<file path="src/rtl/imem_loader_if.sv">
// Loader bus: serial input and arm pulse in, write strobe and status out.
interface imem_loader_if;
    logic        i_rx;
    logic        i_start;
    logic        o_cpu_hold;
    logic        o_wr_en;
    logic [15:0] o_wr_addr;
    logic [31:0] o_wr_data;
    logic        o_busy;
    logic        o_done;
    logic [1:0]  o_err;

    // Host / environment side
    modport master (
        output i_rx,
        output i_start,
        input  o_cpu_hold,
        input  o_wr_en,
        input  o_wr_addr,
        input  o_wr_data,
        input  o_busy,
        input  o_done,
        input  o_err
    );

    // Loader side
    modport slave (
        input  i_rx,
        input  i_start,
        output o_cpu_hold,
        output o_wr_en,
        output o_wr_addr,
        output o_wr_data,
        output o_busy,
        output o_done,
        output o_err
    );
endinterface

</file>
<file path="src/rtl/imem_loader.sv">
// UART 8N1 program loader: decodes a framed image (A5, LEN_HI, LEN_LO, data, XOR)
// into big-endian 32-bit word writes for instruction memory, holding the CPU
// in reset while a load is in progress.
module imem_loader #(
    parameter int unsigned CLK_HZ      = 50000000,
    parameter int unsigned BAUD        = 115200,
    parameter int unsigned ADDR_W      = 8,
    parameter int unsigned TIMEOUT_CYC = 1000000
) (
    input  logic         i_clock,
    input  logic         i_reset,
    imem_loader_if.slave bus
);

    localparam int unsigned CLKS_PER_BIT = CLK_HZ / BAUD;
    localparam int unsigned HALF_BIT     = CLKS_PER_BIT / 2;
    localparam int unsigned CNT_W        = $clog2(CLKS_PER_BIT + 1);
    localparam int unsigned GAP_W        = $clog2(TIMEOUT_CYC + 2);
    localparam int unsigned MAX_WORDS    = 32'd1 << ADDR_W;
    localparam logic [7:0]  SYNC_BYTE    = 8'hA5;

    localparam logic [1:0]  ERR_FRAME    = 2'd1;
    localparam logic [1:0]  ERR_CHK      = 2'd2;
    localparam logic [1:0]  ERR_LEN      = 2'd3;

    typedef enum logic [1:0] {
        RX_IDLE,
        RX_START,
        RX_DATA,
        RX_STOP
    } rx_state_t;

    typedef enum logic [2:0] {
        ST_IDLE,
        ST_SYNC,
        ST_LEN_HI,
        ST_LEN_LO,
        ST_DATA,
        ST_CHK,
        ST_DONE,
        ST_ERR
    } state_t;

    // ---------------------------------------------------------------
    // Serial receiver registers
    // ---------------------------------------------------------------
    logic             r_rx_meta;
    logic             r_rx_sync;
    logic             r_rx_prev;
    rx_state_t        r_rx_state;
    rx_state_t        w_rx_state_nxt;
    logic [CNT_W-1:0] r_clk_cnt;
    logic [CNT_W-1:0] w_clk_cnt_nxt;
    logic [2:0]       r_bit_idx;
    logic [2:0]       w_bit_idx_nxt;
    logic [7:0]       r_shift;
    logic [7:0]       w_shift_nxt;
    logic             r_byte_vld;
    logic             w_byte_vld_nxt;
    logic             r_ferr;
    logic             w_ferr_nxt;

    // ---------------------------------------------------------------
    // Frame FSM registers
    // ---------------------------------------------------------------
    state_t           r_state;
    state_t           w_state_nxt;
    logic [15:0]      r_len;
    logic [15:0]      w_len_nxt;
    logic [15:0]      r_idx;
    logic [15:0]      w_idx_nxt;
    logic [23:0]      r_word;
    logic [23:0]      w_word_nxt;
    logic [1:0]       r_byte_idx;
    logic [1:0]       w_byte_idx_nxt;
    logic [7:0]       r_xor;
    logic [7:0]       w_xor_nxt;
    logic [GAP_W-1:0] r_gap;
    logic [GAP_W-1:0] w_gap_nxt;

    logic             r_cpu_hold;
    logic             w_cpu_hold_nxt;
    logic             r_wr_en;
    logic             w_wr_en_nxt;
    logic [15:0]      r_wr_addr;
    logic [15:0]      w_wr_addr_nxt;
    logic [31:0]      r_wr_data;
    logic [31:0]      w_wr_data_nxt;
    logic             r_busy;
    logic             w_busy_nxt;
    logic             r_done;
    logic             w_done_nxt;
    logic [1:0]       r_err;
    logic [1:0]       w_err_nxt;

    logic [15:0]      w_len_full;
    logic             w_active;
    logic             w_timed;

    // Two-flop synchronizer plus one delayed copy for start-edge detection
    always_ff @(posedge i_clock) begin
        if (!i_reset) begin
            r_rx_meta <= 1'b1;
            r_rx_sync <= 1'b1;
            r_rx_prev <= 1'b1;
        end else begin
            r_rx_meta <= bus.i_rx;
            r_rx_sync <= r_rx_meta;
            r_rx_prev <= r_rx_sync;
        end
    end

    // Receiver state register
    always_ff @(posedge i_clock) begin
        if (!i_reset) begin
            r_rx_state <= RX_IDLE;
            r_clk_cnt  <= '0;
            r_bit_idx  <= '0;
            r_shift    <= '0;
            r_byte_vld <= 1'b0;
            r_ferr     <= 1'b0;
        end else begin
            r_rx_state <= w_rx_state_nxt;
            r_clk_cnt  <= w_clk_cnt_nxt;
            r_bit_idx  <= w_bit_idx_nxt;
            r_shift    <= w_shift_nxt;
            r_byte_vld <= w_byte_vld_nxt;
            r_ferr     <= w_ferr_nxt;
        end
    end

    // Receiver next state: mid-bit sampling, glitch rejection, stop-bit check
    always_comb begin
        w_rx_state_nxt = r_rx_state;
        w_clk_cnt_nxt  = r_clk_cnt;
        w_bit_idx_nxt  = r_bit_idx;
        w_shift_nxt    = r_shift;
        w_byte_vld_nxt = 1'b0;
        w_ferr_nxt     = 1'b0;
        unique case (r_rx_state)
            RX_IDLE: begin
                w_clk_cnt_nxt = '0;
                w_bit_idx_nxt = '0;
                if (r_rx_prev && !r_rx_sync) begin
                    w_rx_state_nxt = RX_START;
                end
            end
            RX_START: begin
                if (r_clk_cnt == CNT_W'(HALF_BIT - 1)) begin
                    w_clk_cnt_nxt  = '0;
                    w_rx_state_nxt = r_rx_sync ? RX_IDLE : RX_DATA;
                end else begin
                    w_clk_cnt_nxt = r_clk_cnt + CNT_W'(1);
                end
            end
            RX_DATA: begin
                if (r_clk_cnt == CNT_W'(CLKS_PER_BIT - 1)) begin
                    w_clk_cnt_nxt = '0;
                    w_shift_nxt   = {r_rx_sync, r_shift[7:1]};
                    if (r_bit_idx == 3'd7) begin
                        w_rx_state_nxt = RX_STOP;
                    end else begin
                        w_bit_idx_nxt = r_bit_idx + 3'd1;
                    end
                end else begin
                    w_clk_cnt_nxt = r_clk_cnt + CNT_W'(1);
                end
            end
            RX_STOP: begin
                if (r_clk_cnt == CNT_W'(CLKS_PER_BIT - 1)) begin
                    w_clk_cnt_nxt  = '0;
                    w_rx_state_nxt = RX_IDLE;
                    w_byte_vld_nxt = r_rx_sync;
                    w_ferr_nxt     = !r_rx_sync;
                end else begin
                    w_clk_cnt_nxt = r_clk_cnt + CNT_W'(1);
                end
            end
            default: begin
                w_rx_state_nxt = RX_IDLE;
            end
        endcase
    end

    // Frame FSM and registered outputs
    always_ff @(posedge i_clock) begin
        if (!i_reset) begin
            r_state    <= ST_IDLE;
            r_len      <= '0;
            r_idx      <= '0;
            r_word     <= '0;
            r_byte_idx <= '0;
            r_xor      <= '0;
            r_gap      <= '0;
            r_cpu_hold <= 1'b0;
            r_wr_en    <= 1'b0;
            r_wr_addr  <= '0;
            r_wr_data  <= '0;
            r_busy     <= 1'b0;
            r_done     <= 1'b0;
            r_err      <= '0;
        end else begin
            r_state    <= w_state_nxt;
            r_len      <= w_len_nxt;
            r_idx      <= w_idx_nxt;
            r_word     <= w_word_nxt;
            r_byte_idx <= w_byte_idx_nxt;
            r_xor      <= w_xor_nxt;
            r_gap      <= w_gap_nxt;
            r_cpu_hold <= w_cpu_hold_nxt;
            r_wr_en    <= w_wr_en_nxt;
            r_wr_addr  <= w_wr_addr_nxt;
            r_wr_data  <= w_wr_data_nxt;
            r_busy     <= w_busy_nxt;
            r_done     <= w_done_nxt;
            r_err      <= w_err_nxt;
        end
    end

    assign w_len_full = {r_len[15:8], r_shift};
    assign w_active   = (r_state != ST_IDLE) && (r_state != ST_DONE) && (r_state != ST_ERR);
    // Byte-gap watchdog only runs once the sync byte has been seen
    assign w_timed    = w_active && (r_state != ST_SYNC);

    // Frame FSM next state: header parse, word assembly, checksum, abort paths
    always_comb begin
        w_state_nxt    = r_state;
        w_len_nxt      = r_len;
        w_idx_nxt      = r_idx;
        w_word_nxt     = r_word;
        w_byte_idx_nxt = r_byte_idx;
        w_xor_nxt      = r_xor;
        w_gap_nxt      = '0;
        w_cpu_hold_nxt = r_cpu_hold;
        w_wr_en_nxt    = 1'b0;
        w_wr_addr_nxt  = r_wr_addr;
        w_wr_data_nxt  = r_wr_data;
        w_busy_nxt     = r_busy;
        w_done_nxt     = r_done;
        w_err_nxt      = r_err;

        if (w_timed && !r_byte_vld) begin
            w_gap_nxt = r_gap + GAP_W'(1);
        end

        unique case (r_state)
            ST_IDLE, ST_DONE, ST_ERR: begin
                if (bus.i_start) begin
                    w_state_nxt    = ST_SYNC;
                    w_cpu_hold_nxt = 1'b1;
                    w_busy_nxt     = 1'b1;
                    w_done_nxt     = 1'b0;
                    w_err_nxt      = '0;
                    w_len_nxt      = '0;
                    w_idx_nxt      = '0;
                    w_word_nxt     = '0;
                    w_byte_idx_nxt = '0;
                    w_xor_nxt      = '0;
                end
            end
            ST_SYNC: begin
                if (r_byte_vld && (r_shift == SYNC_BYTE)) begin
                    w_state_nxt = ST_LEN_HI;
                end
            end
            ST_LEN_HI: begin
                if (r_byte_vld) begin
                    w_len_nxt   = {r_shift, 8'h00};
                    w_state_nxt = ST_LEN_LO;
                end
            end
            ST_LEN_LO: begin
                if (r_byte_vld) begin
                    w_len_nxt = w_len_full;
                    if (w_len_full == 16'd0) begin
                        w_state_nxt = ST_CHK;
                    end else if (32'(w_len_full) > MAX_WORDS) begin
                        w_state_nxt = ST_ERR;
                        w_err_nxt   = ERR_LEN;
                    end else begin
                        w_state_nxt = ST_DATA;
                    end
                end
            end
            ST_DATA: begin
                if (r_byte_vld) begin
                    w_xor_nxt  = r_xor ^ r_shift;
                    w_word_nxt = {r_word[15:0], r_shift};
                    if (r_byte_idx == 2'd3) begin
                        w_byte_idx_nxt = '0;
                        w_wr_en_nxt    = 1'b1;
                        w_wr_data_nxt  = {r_word, r_shift};
                        w_wr_addr_nxt  = {r_idx[13:0], 2'b00};
                        w_idx_nxt      = r_idx + 16'd1;
                        if ((r_idx + 16'd1) == r_len) begin
                            w_state_nxt = ST_CHK;
                        end
                    end else begin
                        w_byte_idx_nxt = r_byte_idx + 2'd1;
                    end
                end
            end
            ST_CHK: begin
                if (r_byte_vld) begin
                    if (r_shift == r_xor) begin
                        w_state_nxt = ST_DONE;
                        w_done_nxt  = 1'b1;
                    end else begin
                        w_state_nxt = ST_ERR;
                        w_err_nxt   = ERR_CHK;
                    end
                end
            end
            default: begin
                w_state_nxt = ST_IDLE;
            end
        endcase

        if (w_active && r_ferr) begin
            w_state_nxt = ST_ERR;
            w_err_nxt   = ERR_FRAME;
            w_done_nxt  = 1'b0;
        end else if (w_timed && !r_byte_vld && (r_gap >= GAP_W'(TIMEOUT_CYC))) begin
            w_state_nxt = ST_ERR;
            w_err_nxt   = ERR_LEN;
            w_done_nxt  = 1'b0;
        end

        if ((w_state_nxt == ST_DONE) || (w_state_nxt == ST_ERR)) begin
            w_cpu_hold_nxt = 1'b0;
            w_busy_nxt     = 1'b0;
        end
    end

    assign bus.o_cpu_hold = r_cpu_hold;
    assign bus.o_wr_en    = r_wr_en;
    assign bus.o_wr_addr  = r_wr_addr;
    assign bus.o_wr_data  = r_wr_data;
    assign bus.o_busy     = r_busy;
    assign bus.o_done     = r_done;
    assign bus.o_err      = r_err;

endmodule
</file>
<file path="src/flat_wrapper.sv">
// flat-port wrapper written by rule: the top's interface ports become plain ports
module imem_loader_flat 
#(
    parameter int unsigned CLK_HZ      = 50000000,
    parameter int unsigned BAUD        = 115200,
    parameter int unsigned ADDR_W      = 8,
    parameter int unsigned TIMEOUT_CYC = 1000000
)
  (i_clock, i_reset, bus_i_rx, bus_i_start, bus_o_cpu_hold, bus_o_wr_en, bus_o_wr_addr, bus_o_wr_data, bus_o_busy, bus_o_done, bus_o_err);
  imem_loader_if bus_i ();
  input  logic i_clock;
  input  logic i_reset;
  input wire logic [$bits(bus_i.i_rx)-1:0] bus_i_rx;
  input wire logic [$bits(bus_i.i_start)-1:0] bus_i_start;
  output wire logic [$bits(bus_i.o_cpu_hold)-1:0] bus_o_cpu_hold;
  output wire logic [$bits(bus_i.o_wr_en)-1:0] bus_o_wr_en;
  output wire logic [$bits(bus_i.o_wr_addr)-1:0] bus_o_wr_addr;
  output wire logic [$bits(bus_i.o_wr_data)-1:0] bus_o_wr_data;
  output wire logic [$bits(bus_i.o_busy)-1:0] bus_o_busy;
  output wire logic [$bits(bus_i.o_done)-1:0] bus_o_done;
  output wire logic [$bits(bus_i.o_err)-1:0] bus_o_err;
  assign bus_i.i_rx = bus_i_rx;
  assign bus_i.i_start = bus_i_start;
  assign bus_o_cpu_hold = bus_i.o_cpu_hold;
  assign bus_o_wr_en = bus_i.o_wr_en;
  assign bus_o_wr_addr = bus_i.o_wr_addr;
  assign bus_o_wr_data = bus_i.o_wr_data;
  assign bus_o_busy = bus_i.o_busy;
  assign bus_o_done = bus_i.o_done;
  assign bus_o_err = bus_i.o_err;
  imem_loader #(.CLK_HZ(CLK_HZ), .BAUD(BAUD), .ADDR_W(ADDR_W), .TIMEOUT_CYC(TIMEOUT_CYC)) u_core (.i_clock(i_clock), .i_reset(i_reset), .bus(bus_i));
endmodule
</file>
<file path="config.mk">
export PLATFORM = sky130hd
export DESIGN_NAME = imem_loader_flat
export DESIGN_NICKNAME = d
export VERILOG_FILES = /design/src/rtl/imem_loader_if.sv /design/src/rtl/imem_loader.sv /design/src/flat_wrapper.sv
export SDC_FILE = /design/constraint.sdc
export NUM_CORES = 1
export LEC_CHECK = 0
export CAP_MARGIN = 0
export CORE_MARGIN = 10
export CORE_UTILIZATION = 55
export CTS_BUF_LIST = sky130_fd_sc_hd__clkbuf_2
export DETAILED_ROUTE_END_ITERATION = 8
export PLACE_DENSITY = 0.81
export SETUP_SLACK_MARGIN = 0.1
export SLEW_MARGIN = 15
export SYNTH_ARGS = -nofsm -noshare
export SYNTH_HDL_FRONTEND = slang
export SYNTH_SLANG_ARGS = --single-unit
</file>
<file path="constraint.sdc">
create_clock -name i_clock -period 2.1 [get_ports i_clock]
set_input_delay 0.42 -clock i_clock [delete_from_list [all_inputs] [get_ports i_clock]]
set_output_delay 0.42 -clock i_clock [all_outputs]
set_load 0.02 [all_outputs]
</file>
# Word-level counts from Yosys, hierarchy flattened
# Cells that the tools add are included.
# word_totals
romBits	0
n_memories	0
inputBits	4
output_inout_bits	54
ff_bits	167
latch_bits	0
word_cells	180
ram_bits	0
# op_classes
n_lt_le_gt_ge	2
add_sub_neg	5
bitwise	3
mux	57
reduce_logical	42
eq_ne	47
div_mod_pow	0
shift	0
multipliers	0
# ops
op	n
16-bit 2-to-1 mux	4
24-bit 2-to-1 mux	2
16-bit one-hot mux with 3 select lines	1
24-bit one-hot mux with 2 select lines	1
3-bit 2-to-1 mux	13
2-bit 2-to-1 mux	16
16-bit one-hot mux with 2 select lines	1
9-bit one-hot mux with 3 select lines	1
8-bit 2-to-1 mux	3
2-bit by 1-bit != test with 1-bit output (second input constant)	11
3-bit == test (second input constant)	7
20-bit by 1-bit adder with 20-bit output (second input constant)	1
20-bit >= comparator (second input constant)	1
9-bit 2-to-1 mux	2
3-bit one-hot mux with 6 select lines	1
16-bit by 1-bit adder with 16-bit output (second input constant)	1
16-bit == test	1
16-bit by 9-bit > comparator with 1-bit output (second input constant)	1
16-bit zero test	1
8-bit one-hot mux with 2 select lines	1
4-bit AND reduction	4
3-bit AND reduction	5
7-bit AND reduction	2
3-bit by 1-bit != test with 1-bit output (second input constant)	4
other kinds (38)	71

# Logic depth before layout (Yosys ltp)
# Gate-level depths: netlist of the first run.
# depth
depth_word	11
mapped_depth	9

# Worst setup path after synthesis of the first run
# OpenSTA, ideal clock, no wires.
# synth_path
kind	reg-to-reg
start	register u_core.r_idx[0]
end	register u_core.r_state[0]
path_buffers	0
arrival_ps	2196
path_stages_with_launch	8
t_required_ps	2030
path_slack_ps	-166
setup_ps	70
synth_period_minus_slack_ps	2266
cell_sequence	dfxtp_1 ha_1 and4_1 or4b_2 xnor2_1 nor4_1 nand4_1 o2bb2ai_1
# synth_via
elab_chain_len	8
# synth_lines
element	line_no	source
start: declaration	imem_loader.sv:70	logic [15:0] r_idx;
start signal: assignment	imem_loader.sv:205	r_idx <= w_idx_nxt;
16-bit by 1-bit adder with 16-bit output	imem_loader.sv:295	if ((r_idx + 16'd1) == r_len) begin
16-bit == test	imem_loader.sv:295	
3-bit 2-to-1 mux	imem_loader.sv:295	
3-bit 2-to-1 mux	imem_loader.sv:289	if (r_byte_idx == 2'd3) begin
3-bit 2-to-1 mux	imem_loader.sv:286	if (r_byte_vld) begin
3-bit one-hot mux with 6 select lines	imem_loader.sv:246	unique case (r_state)
3-bit 2-to-1 mux	imem_loader.sv:323	end else if (w_timed && !r_byte_vld && (r_gap >= GAP_W'(TIMEOUT_CYC))) begin
3-bit 2-to-1 mux	imem_loader.sv:319	if (w_active && r_ferr) begin
end signal: assignment	imem_loader.sv:203	r_state <= w_state_nxt;
end: declaration	imem_loader.sv:66	state_t r_state;
# Every way passes these cells.
# A chain may end at the register's enable or synchronous reset.

# Worst setup path after layout of the first run
# layout_path
start	register u_core.r_idx[1]
end	register u_core.r_state[0]
# The elaborated chain is that of the path after synthesis.

==> impl_metrics.csv, run 1 <==
group,metric,value,unit
synth,synth_seq_area_share,43.3,%
floorplanning,rows,43,
setup_path,critPathTopFamily,"simple AND/OR/NAND/NOR gates",
power_and_ir_drop,p_int,3.77,mW
grt,grt_pass1_vias,6219,
synth,netlist_instances,925,
outcome,status,"finished, final reports clean",
synth,synth.avg_cell_area,8.34,um^2
power_and_ir_drop,switching_share,27.0,%
timing,setup_viol,0,
synth,ys_ff_latch,167,
timing,finalSetupTns,0,ps
detailed_routing,vias_per_cell,5.55,
setup_path,cp_num_buf_inv,0,
clocking,clkTransAtPathRegs,240,ps
grt,grt_busiest_layer,"met2",
setup_path,arrival,2640,ps
clocking,cts_inserted_buffers,17,
timing,fmax,517,MHz
grt,grt_usage,18.3,%
detailed_routing,drt-total-wl,18.3,mm
setup_path,slowest_stage,"or4b_4",
setup_path,endpoint_kind,"register",
synth,synth_edf_count,0,
grt,overflow,0,
power_and_ir_drop,peakVddDrop,0.000516,V
synth,yosysUniqueCellTypes,61,
detailed_routing,drc_errors,0,
placed_design,routabilityCongestion,0.884,
setup_path,startpoint_type,"register",
synth,synthesis.area,7720,um^2
synth,post-synth-top-area-fraction,43.3,%
clocking,clk_path_buf_depth,2,
setup_path,cp.required,2810,ps
synth,synth_top_area_cell,"dfxtp_1",
detailed_routing,drtPass1Iterations,6,
power_and_ir_drop,power.leakage,3.30,nW
clocking,cts_num_sinks,167,
synth,yosys_most_used_dff,"dfxtp_1",
floorplanning,ios,58,
setup_path,crit_chain,"ha_4, and4_4, or4b_4, xnor2_1, nor4_1, nand4_1, o2bb2ai_1",
synth,yosysWarnings,0,
floorplanning,initial_core_util,55.8,%
hold_path,hold_class,"in -> reg",
floorplanning,fp.dieH,138,um
clocking,cts_max_level,4,
timing,fin_worst_skew,47.8,ps
setup_path,cp_max_fo,2,
job,cap_violations,0,
timing,slew_headroom,59.2,%
grt,grt_max_degree,74,
detailed_routing,drtIter0Drc,450,
floorplanning,die-area,19200,um^2
placed_design,portBuffers,55,
synth,synth-async-reset-ratio,0,%
clocking,clk_latency,790,ps
grt,antenna_found_initial,1,
grt,grt_pass1_wl,30.0,mm
setup_path,max_stage_delay,480,ps
power_and_ir_drop,power_density,571,nW/um^2
power_and_ir_drop,p_sw,1.39,mW
setup_path,worst-setup-path-type,"reg -> reg",
power_and_ir_drop,p_comb_share,4.3,%
timing,grt_setup_unrepaired,"true",
grt,grtUsageMet2,30.5,%
timing,period_share,92.2,%
detailed_routing,wl_per_cell,15.3,um
clocking,cts-root-buf,"clkbuf_2",
finish,fin_util,65.5,%
power_and_ir_drop,seqPwrFrac,61.9,%
finish,synthToLayoutAreaGrowth,17.3,%
timing,finalHoldViolCount,0,
timing,finalCriticalPeriod,1940,ps
power_and_ir_drop,power_frac_clock,33.8,%
detailed_routing,ant_nets,0,
timing,drv_slew,0,
grt,met3_usage,4.59,%
synth,synth_area_leaders,"dfxtp_1 43%, a21boi_0 8.6%, nand2_1 7.9%",
timing,tightest_slew,611,ps
placed_design,dp_hpwl,12.8,mm
detailed_routing,num_vias,6649,
finish,num-nets-final,1018,
finish,drive_above_1_share,14.8,%
floorplanning,core-area,13800,um^2
floorplanning,chipWidth,138,um
grt,use_met1,22.8,%
clocking,cts_tree,"yes",
==> cells in the final DEF (no fill, tap or decap), drive strengths merged, types with 14 or more instances in the layout <==
| cell | n |
|---|---|
| o21ai | 31 |
| a21oi | 26 |
| nand2 | 163 |
| xor2 | 31 |
| nor2 | 65 |
| clkdlybuf4s15 | 23 |
| nand4 | 20 |
| nand3 | 56 |
| a21boi | 89 |
| buf | 71 |
| dfxtp | 167 |
| xnor2 | 25 |
| dlygate4sd2 | 14 |
| clkbuf | 32 |
| inv | 20 |
| nor2b | 30 |
==> layer usage <==
metal | vias to the layer above | wire length (um)
met5 | - | 0
met4 | 0 | 286
li1 | 3338 | -
met1 | 3103 | 7960
met2 | 183 | 8970
met3 | 25 | 1070
==> cell usage after synthesis, types with 5 or more instances <==
cell type and instances:
nor2b_1 30, o21ai_0 30, inv_1 12, xnor2_1 25
and2_1 8, a21boi_0 88, mux2i_1 12, nand4_1 20
dfxtp_1 167, xor2_1 31, nand2b_1 5, nor2_1 64
nor3_1 11, or3_1 5, nor4_1 7, nand2_1 163
nand3_1 56, a22oi_1 11, ha_1 9, and3_1 11
and4_1 5, nor3b_1 10, buf_2 17, a21oi_1 25
a21o_1 6, clkbuf_1 43
==> power groups by stage <==
stage | sequential, mW | combinational (mW) | clock (mW)
2_1_floorplan | 3.25 | 0.143 | 0
3_3_place_gp | 3.25 | 0.219 | 0
3_5_place_dp | 3.25 | 0.219 | 0
4_1_cts | 3.20 | 0.220 | 1.78
5_1_grt | 3.20 | 0.242 | 1.90
6_report | 3.20 | 0.222 | 1.75
==> timing repair <==
| item | CTS | global route |
|---|---|---|
| hold buffers | 1 | 0 |
| buffers inserted | 0 | 0 |
| gates resized for setup | 59 | 70 |
| endpoints found under the hold margin | 1 | 0 |
| cloned | 0 | 1 |
| pin swaps | 1 | 2 |
| setup endpoints to repair | 55 | 84 |
==> stage by stage <==
step / area, um^2 / instances / power (mW) / hold slack [ps] / setup WS (ps)
after floorplan: 7740 / 926 / 3.40 / 386 / 145
after global placement: 8810 / 1164 / 3.47 / 411 / -38.9
after detailed placement: 8810 / 1164 / 3.47 / 414 / -109
after CTS: 9010 / 1197 / 5.20 / 184 / 71.2
after global routing: 9050 / 1199 / 5.35 / 155 / 25.8
final: 9050 / 1199 / 5.17 / 216 / 164
==> cell type report <==
cell class                      instances  area (um^2)
Tap cell                              180          225
Antenna cell                            1         2.50
Clock buffer                           17         85.1
Inverter                               12         45.0
Clock inverter                         15          159
Timing Repair Buffer                  126         1060
Multi-Input combinational cell        681         4120
Sequential cell                       167         3360
Fill cell                            1157         4780
==> state kept, by name, summed over array words and instances (netlist names), 2 cells and up, named ones only <==
register	count
u_core.bus.o_wr_data	32
u_core.r_word	24
u_core.r_gap	20
u_core.r_idx	16
u_core.r_len	16
u_core.bus.o_wr_addr	14
u_core.r_clk_cnt	9
u_core.r_shift	8
u_core.r_xor	8
u_core.r_bit_idx	3
u_core.r_state	3
u_core.bus.o_err	2
u_core.r_byte_idx	2
==> logic make-up (layout without fill, tap and decap cells) <==
family | count (synthesis) | in the layout | synth area share [%]
flops | 167 | 167 | 43.3
fa+ha+maj | 9 | 9 | 1.46
xor+xnor | 56 | 56 | 6.36
buf+inv | 79 | 170 | 4.46
mux | 13 | 13 | 1.85
other cells | 1 | 3 | 0.0486
simple gates | 415 | 415 | 26.1
compound gates | 185 | 186 | 16.4
==> path summary, 6_finish.rpt <==
kind | depth (start not counted) | startpoint | to | slack (ps)
worst max register to register | 7 | u_core.r_idx[1] | u_core.r_state[0] | 160
worst min register to register | 1 | u_core.r_rx_meta | u_core.r_rx_sync | 460
worst max-delay path | 7 | u_core.r_idx[1] | u_core.r_state[0] | 160
worst min-delay path | 2 | bus_i_rx | u_core.r_rx_meta | 220
Power figures use the tool's default switching activity.
==> run 2: changes to the inputs <==
CELL_PAD_IN_SITES_DETAIL_PLACEMENT = 1   (was unset)
CELL_PAD_IN_SITES_GLOBAL_PLACEMENT = 1   (was unset)
CORE_UTILIZATION = 41   (was 55)
PLACE_DENSITY = 0.8   (was 0.81)
==> impl_metrics.csv, run 2 (synthesized netlist as in run 1, its figures left out) <==
group,metric,value,unit
grt,overflow,0,
clocking,cts_tree,"yes",
grt,grt_max_degree,141,
clocking,cts_max_level,4,
grt,grt_pass1_vias,6744,
timing,finalCriticalPeriod,1930,ps
clocking,cts_setup_buffers,0,
clocking,clk_path_buf_depth,2,
floorplanning,core-area,18600,um^2
grt,grt_usage,16.9,%
finish,fin_util,48.5,%
timing,slew_headroom,62.8,%
power_and_ir_drop,p_sw,1.41,mW
floorplanning,rows,50,
clocking,cts_num_sinks,167,
placed_design,dpl-instance-area,8810,um^2
power_and_ir_drop,switching_share,27.8,%
floorplanning,fp.dieH,157,um
detailed_routing,drtIter0Drc,243,
detailed_routing,drt-total-wl,20.5,mm
timing,tightest_slew,556,ps
setup_path,cp.required,2790,ps
timing,setup_viol,0,
power_and_ir_drop,finalPower,5.05,mW
floorplanning,ios,58,
timing,fmax,518,MHz
grt,grt_busiest_layer,"met2",
timing,finalSetupTns,0,ps
grt,grtUsageMet2,28.8,%
timing,period_share,91.9,%
setup_path,worst-setup-path-type,"reg -> reg",
detailed_routing,num_vias,6698,
timing,finalHoldViolCount,0,
outcome,status,"finished, final reports clean",
placed_design,portBuffers,55,
power_and_ir_drop,power_density,561,nW/um^2
grt,use_met1,20.2,%
placed_design,dp.cells,1212,
hold_path,hold_class,"in -> reg",
setup_path,arrival,2620,ps
finish,drive_above_1_share,17.0,%
floorplanning,die-area,24700,um^2
setup_path,endpoint_kind,"register",
timing,grt_setup_unrepaired,"true",
timing,fin_worst_skew,66.0,ps
setup_path,cp_max_fo,2,
detailed_routing,ant_nets,0,
finish,fin_area,9010,um^2
placed_design,dp_hpwl,14.5,mm
clocking,clk_latency,780,ps
job,cap_violations,0,
power_and_ir_drop,p_comb_share,4.3,%
setup_path,startpoint_type,"register",
power_and_ir_drop,power.leakage,3.21,nW
finish,num-nets-final,1011,
clocking,cts_inserted_buffers,17,
detailed_routing,drc_errors,0,
finish,stdcell_count,1246,
placed_design,dpl_worst_slack,-193,ps
power_and_ir_drop,seqPwrFrac,63.3,%
placed_design,routabilityCongestion,0.902,
finish,largest_register_ffs,32,
finish,final_common_cell,"nand2_1",
finish,final_cell_mix,"162 x nand2_1, 150 x dfxtp_1, 88 x a21boi_0, 64 x nor2_1, 61 x buf_4",
timing,drv_slew,0,
power_and_ir_drop,power_frac_clock,32.4,%
detailed_routing,wl_per_cell,16.5,um
grt,grt_pass1_wl,33.9,mm
finish,synthToLayoutAreaGrowth,16.7,%
clocking,clkTransAtPathRegs,260,ps
power_and_ir_drop,peakVddDrop,0.000366,V
grt,antenna_found_initial,1,
power_and_ir_drop,p_int,3.65,mW
timing,worst_slack,171,ps
clocking,cts-root-buf,"clkbuf_2",
detailed_routing,vias_per_cell,5.38,
floorplanning,chipWidth,157,um
floorplanning,initial_core_util,41.5,%
detailed_routing,drtPass1Iterations,5,
grt,met3_usage,3.74,%
timing,fin_hold_ws,198,ps
[run 2: cell types whose count changed in the layout (fill, tap and decap cells not counted), sizes merged]
cell,before,now
a21oi,26,25
buf,71,65
bufinv,1,0
clkbuf,32,43
clkdlybuf4s15,23,22
clkinvlp,2,1
dlygate4sd2,14,4
inv,20,22
[run 2: final timing paths]
kind,startpoint,to,slack [ps],cells past startpoint
min reg2reg,u_core.r_rx_meta,u_core.r_rx_sync,420,1
min,bus_i_rx,u_core.r_rx_meta,200,2
max reg2reg,u_core.r_idx[1],u_core.r_state[0],170,7
max,u_core.r_idx[1],u_core.r_state[0],170,7
[run 2: area by class of cell]
class	count	area [um^2]
clock inverter	15	133
inverter	12	45.0
antenna	1	2.50
fill	2256	9570
sequential	167	3370
clock buffer	17	85.1
timing repair buffer	120	956
tap	234	293
multi-input combinational	680	4120
[run 2: per-layer routing]
metal	part of all wire [%]	vias to the layer above
li1	-	3319
met1	44	3259
met2	51	89
met3	3.2	31
met4	2.5	0
met5	0	-
[run 2: power groups by stage]
stage	logic (mW)	registers, mW	clock network (mW)
after CTS	0.221	3.20	1.71
after floorplan	0.143	3.25	0
after detailed placement	0.219	3.26	0
after global placement	0.217	3.26	0
after global routing	0.240	3.20	1.85
final	0.220	3.20	1.64
[run 2: what timing repair did]
item | 4_1_cts | 5_1_grt
setup endpoints to repair | 68 | 70
pin swaps | 1 | 0
hold buffers | 1 | 0
endpoints found under the hold margin | 1 | 0
resized for setup | 86 | 78
[run 2: critical path, cell delays in order (launching register included)]
cell and delay, ps:
dfxtp_2 420, ha_4 130, and4_4 230, or4b_4 480, xnor2_1 140, nor4_1 170
nand4_1 140, o2bb2ai_1 160
==> RTL edit 1: new RTL, flow settings as in run 2 <==
`CLK_HZ` is set to 50000000 in 2 places; all go to 25000000.
--- a/src/rtl/imem_loader.sv
+++ b/src/rtl/imem_loader.sv
@@ -4,3 +4,3 @@
 module imem_loader #(
-    parameter int unsigned CLK_HZ      = 50000000,
+    parameter int unsigned CLK_HZ      = 25000000,
     parameter int unsigned BAUD        = 115200,
--- a/src/flat_wrapper.sv
+++ b/src/flat_wrapper.sv
@@ -3,3 +3,3 @@
 #(
-    parameter int unsigned CLK_HZ      = 50000000,
+    parameter int unsigned CLK_HZ      = 25000000,
     parameter int unsigned BAUD        = 115200,
Function: no difference found for any inputs over 10 cycles, from zero or initial values and one cycle with i_reset low; that may be too few to reach the edited logic, so the function may still have changed.
==> RTL edit 1 against run 2 <==
Sequential share of layout area is 1.0 points lower; power is 3.7% higher; synthesized area is 0.31% lower; sequential cell count is 1 lower; largest power group unchanged; non-clock buffer count is 21 higher; routed wire length is 7.2% higher; cell area is 2.3% higher; worst setup slack worse by 33 ps; global-route usage is 1.0 points higher; synthesized cell count is 0.86% higher.
==> RTL edit 1: results (changes against run 2) <==
Placed design
  • Detail Placement HPWL: 15,190 um (+5.0%)
  • Pre-CTS WS: -334.2 ps (-140.9 ps)
  • Total placed instance area: 0.008896 mm^2 (+0.95%)
  • Cells after DPL: 1,235 (+1.9%)
  • Global placement routability congestion: 0.8337 (-7.6%)

Finish
  • Layout Nets: 1,041 (+3.0%)
  • Filler cell count: 2,254 (-0.089%)
  • Fraction of layout instances using a drive strength above 1: 20.83% (+3.8 points)
  • Register area: 0.003352 mm^2 (-0.52%)

Pwr
  • Leakage power summed over all cells: 3.317 nW (+3.2%)
  • Worst IR drop on VDD: 0.0003082 V (-16%)
  • Switching part of the total power: 26.49% (-1.3 points)

Synthesis
  • Complex-gate fraction of the synthesized area: 17.76% (+1.3 points)
  • Mux share of post-synthesis cell area: 1.724% (-0.12 points)
  • Post-synthesis share of cell area spent on xor and xnor gates: 5.692% (-0.66 points)
  • Sequential-to-total area share from yosys stat: 43.19% (-0.13 points)
  • Ranking of synthesized cells by instance count: sky130_fd_sc_hd__nand2_1 (178), sky130_fd_sc_hd__dfxtp_1 (166), sky130_fd_sc_hd__a21boi_0 (93)
  • Post-synthesis share of cell area spent on full adders, half adders and majority gates: 1.301% (-0.16 points)
  • Ranking of synthesized cells by area: sky130_fd_sc_hd__dfxtp_1 (43%), sky130_fd_sc_hd__a21boi_0 (9.1%), sky130_fd_sc_hd__nand2_1 (8.7%), sky130_fd_sc_hd__nand3_1 (4.5%), sky130_fd_sc_hd__xnor2_1 (3.5%)
  • Count of cell types in the netlist: 64 (+4.9%)
  • Post-Synthesis Mean Instance Area: 8.246 um^2 (-1.2%)

Setup path
  • Maximum fanout along the worst path: 9 (+7)
  • Depth of the most critical reg-to-reg path: 9 (+2)
  • Signal arrival time at the worst endpoint: 2670 ps (+50 ps)
  • Reg2Reg Capture Point: u_core.r_idx[12]
  • Worst R2R Start: u_core.r_state[0]
  • Slowest cell on crit path: sky130_fd_sc_hd__dfxtp_4
  • Slack of the worst reg-to-reg path: 140 ps (-30 ps)

GRT
  • Via count of the first global-routing pass: 7,113 (+5.5%)
  • Wire length of the first global-routing pass: 35,910 um (+6.0%)
  • Largest net degree at the start of global routing: 133 (-5.7%)
  • Total global-route track usage: 17.94% (+1.0 points)

Routing
  • Wirelength, routed: 22,020 um (+7.2%)
  • Detailed-route via count: 6,957 (+3.9%)
  • M1 WL: 10,110 um (+12%)
  • Initial detailed-routing violation count: 283 (+16%)

Outcome
  • Status: finished clean

STA
  • Hold slack: 202.4 ps (+4.782 ps)
  • Maximum clock skew at final layout: 40.20 ps (-25.78 ps)
RTL edit 1: cell types whose count changed in the layout (fill, tap and decap cells not counted), sizes merged, moves of 11 or more:
cell / before / now
nand3: 56 / 69
a22oi: 11 / 0
clkbuf: 43 / 57
xor2: 31 / 19
nand2: 163 / 178
buf: 65 / 85
nor2b: 30 / 17
o21ai: 31 / 45
RTL edit 1: per-layer routing:
layer,vias up,GRT usage (%)
li1,3391,-
met3,27,3.930
met5,-,0
met4,0,5.393
met1,3433,22.24
met2,106,30.41
RTL edit 1: power by group through the flow:
stage	sequential, mW	combinational, mW	clock [mW]
3_5_place_dp	3.24	0.229	0
6_report	3.18	0.236	1.83
4_1_cts	3.18	0.232	1.89
3_3_place_gp	3.24	0.227	0
2_1_floorplan	3.24	0.131	0
5_1_grt	3.18	0.255	2.02
RTL edit 1: layout make-up:
cell class	count	area share [%]
repair buffers	141	12.01
well taps	234	3.179
clock inverters	14	1.793
inverters	17	0.6929
diodes	1	0.02717
clock buffers	18	0.9783
flip-flops and latches	166	36.40
multi-input cells	686	44.92
RTL edit 1: timing repair:
item                                    in CTS  in global routing
setup buffers                                6                  1
hold buffers                                 0                  1
resized for setup                          109                 89
pin swaps                                    9                  8
endpoints found under the hold margin        0                  1
cloned                                       0                  1
endpoints found under the setup margin      73                 68
RTL edit 1: worst max path at each step:
stage                                  start           endpoint  slack (ps)  cells past startpoint
floorplan                    u_core.r_idx[0]  u_core.r_state[0]         190                      8
global placement                 bus_i_start  u_core.r_word[22]        -240                      6
detailed placement               bus_i_start  u_core.r_word[22]        -330                      6
CTS                 u_core.bus.o_wr_data[20]  bus_o_wr_data[20]          40                      1
global route                 u_core.r_idx[1]  u_core.r_state[0]          10                      9
finish                     u_core.r_state[0]   u_core.r_idx[12]         140                      9
==> RTL edit 2: new RTL, settings of run 2 <==
Made on the original files. `r_wr_addr` no longer has a reset.
--- a/src/rtl/imem_loader.sv
+++ b/src/rtl/imem_loader.sv
@@ -196,3 +196,2 @@
             r_wr_en    <= 1'b0;
-            r_wr_addr  <= '0;
             r_wr_data  <= '0;
@@ -211,3 +210,2 @@
             r_wr_en    <= w_wr_en_nxt;
-            r_wr_addr  <= w_wr_addr_nxt;
             r_wr_data  <= w_wr_data_nxt;
@@ -217,2 +215,6 @@
         end
+    end
+
+    always_ff @(posedge i_clock) begin
+        r_wr_addr <= w_wr_addr_nxt;
     end
Function: no difference found for any inputs over 10 cycles, from zero or initial values and one cycle with i_reset low; that may be too few to reach the edited logic, so the function may still have changed.
==> RTL edit 2 against run 2 <==
Via count down 2.3%; clock power up 11%; synthesized area down 2.3%; critical endpoint is now u_core.bus.o_cpu_hold; largest power group unchanged; combinational power up 8%; worst setup slack worse by 35 ps; cell count down 2.4%; power up 4.7%; sequential cell count unchanged; routed wire length down 0.68%; hold slack better by 31 ps; cell area down 2.9%.
==> RTL edit 2: results (changes against run 2) <==
Outcome
  • Status: finished clean

GRT
  • Met3 capacity usage during global routing: 4.081% (+0.34 points)
  • Grt met1 use: 20.72% (+0.54 points)
  • Largest net degree at the start of global routing: 103 (-27%)
  • Total global-route track usage: 16.39% (-0.55 points)
  • Wire length of the first global-routing pass: 33,400 um (-1.4%)
  • Global-route met2 utilization: 27.35% (-1.4 points)
  • Via count of the first global-routing pass: 6,754 (+0.15%)

Routing
  • Met2 wire length: 10,130 um (-2.4%)
  • M1 WL: 9331 um (+3.7%)
  • Per-cell via count in the routed design: 5.382 (+0.11%)
  • Initial detailed-routing violation count: 337 (+39%)
  • Routed length per instance: 16.78 um (+1.8%)

Synthesis
  • Sequential-to-total area share from yosys stat: 46.18% (+2.9 points)
  • Ranking of synthesized cells by area: sky130_fd_sc_hd__dfxtp_1 (41%), sky130_fd_sc_hd__nand2_1 (7.5%), sky130_fd_sc_hd__a21oi_1 (6.9%), sky130_fd_sc_hd__edfxtp_1 (5.6%), sky130_fd_sc_hd__nand3_1 (4.4%)
  • Post-Synthesis Mean Instance Area: 8.408 um^2 (+0.78%)
  • Post-synthesis share of cell area spent on xor and xnor gates: 6.271% (-0.085 points)
  • Post-synthesis share of cell area spent on full adders, half adders and majority gates: 1.493% (+0.034 points)
  • Complex-gate fraction of the synthesized area: 14.20% (-2.2 points)
  • Mux share of post-synthesis cell area: 0.9290% (-0.92 points)
  • Most instantiated flip-flop cell in the synthesis netlist: sky130_fd_sc_hd__dfxtp_1

Finish
  • Fraction of layout instances using a drive strength above 1: 18.46% (+1.4 points)
  • Layout Nets: 986 (-2.5%)
  • Register area: 0.003492 mm^2 (+3.6%)
  • Non-filler cells in the finished layout: 1,216 (-2.4%)

Placed design
  • Global placement routability congestion: 0.8264 (-8.4%)
  • Total placed instance area: 0.008492 mm^2 (-3.6%)
  • Cells after DPL: 1,179 (-2.7%)

STA
  • Worst slew margin relative to its limit: 63.25% (+0.46 points)
  • Maximum clock skew at final layout: 39.58 ps (-26.40 ps)

Die
  • Die width: 155.6 um (-1.0%)

Clock network
  • Post-CTS clock slew at the launch and capture registers of the worst setup and hold paths: 230 ps (-30 ps)
  • Post-CTS Setup Repair Bufs: 1 (+1)

Pwr
  • Worst IR drop on VDD: 0.0004340 V (+19%)
  • Clk pwr share: 34.3% (+1.9 points)
  • Leakage power summed over all cells: 3.174 nW (-1.2%)

Setup path
  • Signal arrival time at the worst endpoint: 2640 ps (+20 ps)
==> RTL edit 2: cell type report <==
| class | instances | share of cell area, % |
|---|---|---|
| tap | 229 | 3.277 |
| multi-input combinational | 656 | 43.07 |
| sequential | 167 | 39.94 |
| clock buffer | 17 | 0.9731 |
| inverter | 14 | 0.6010 |
| antenna | 1 | 0.02862 |
| timing repair buffer | 117 | 10.23 |
| clock inverter | 15 | 1.875 |
==> RTL edit 2: critical path: stages (launching register included) <==
cell	delay, ps
sky130_fd_sc_hd__dfxtp_2	370
sky130_fd_sc_hd__or4_4	560
sky130_fd_sc_hd__buf_4	160
sky130_fd_sc_hd__o21ai_4	160
sky130_fd_sc_hd__nand2_1	110
sky130_fd_sc_hd__o221ai_2	220
sky130_fd_sc_hd__nand2_1	100
sky130_fd_sc_hd__a221oi_2	220
==> RTL edit 2: path summary, 6_finish.rpt <==
kind	from	to	slack [ps]	cells past startpoint
worst max-delay path	u_core.r_shift[6]	u_core.bus.o_cpu_hold	140	7
worst min-delay path	bus_i_rx	u_core.r_rx_meta	230	2
worst max register to register	u_core.r_shift[6]	u_core.bus.o_cpu_hold	140	7
worst min register to register	u_core.r_rx_meta	u_core.r_rx_sync	440	1
==> RTL edit 2: power by group through the flow <==
stage	clock network, mW	registers [mW]	logic [mW]
finish	1.82	3.24	0.238
CTS	1.86	3.24	0.230
floorplan	0	3.29	0.149
detailed placement	0	3.30	0.230
global route	2.01	3.24	0.258
global placement	0	3.30	0.225
==> RTL edit 2: metrics by stage <==
step	setup TNS, ps	worst slack [ps]
after floorplan	0	145.2
after global placement	-620.0	-125.1
after detailed placement	-1409	-180.9
after CTS	0	82.01
after global routing	0	53.38
final	0	135.4
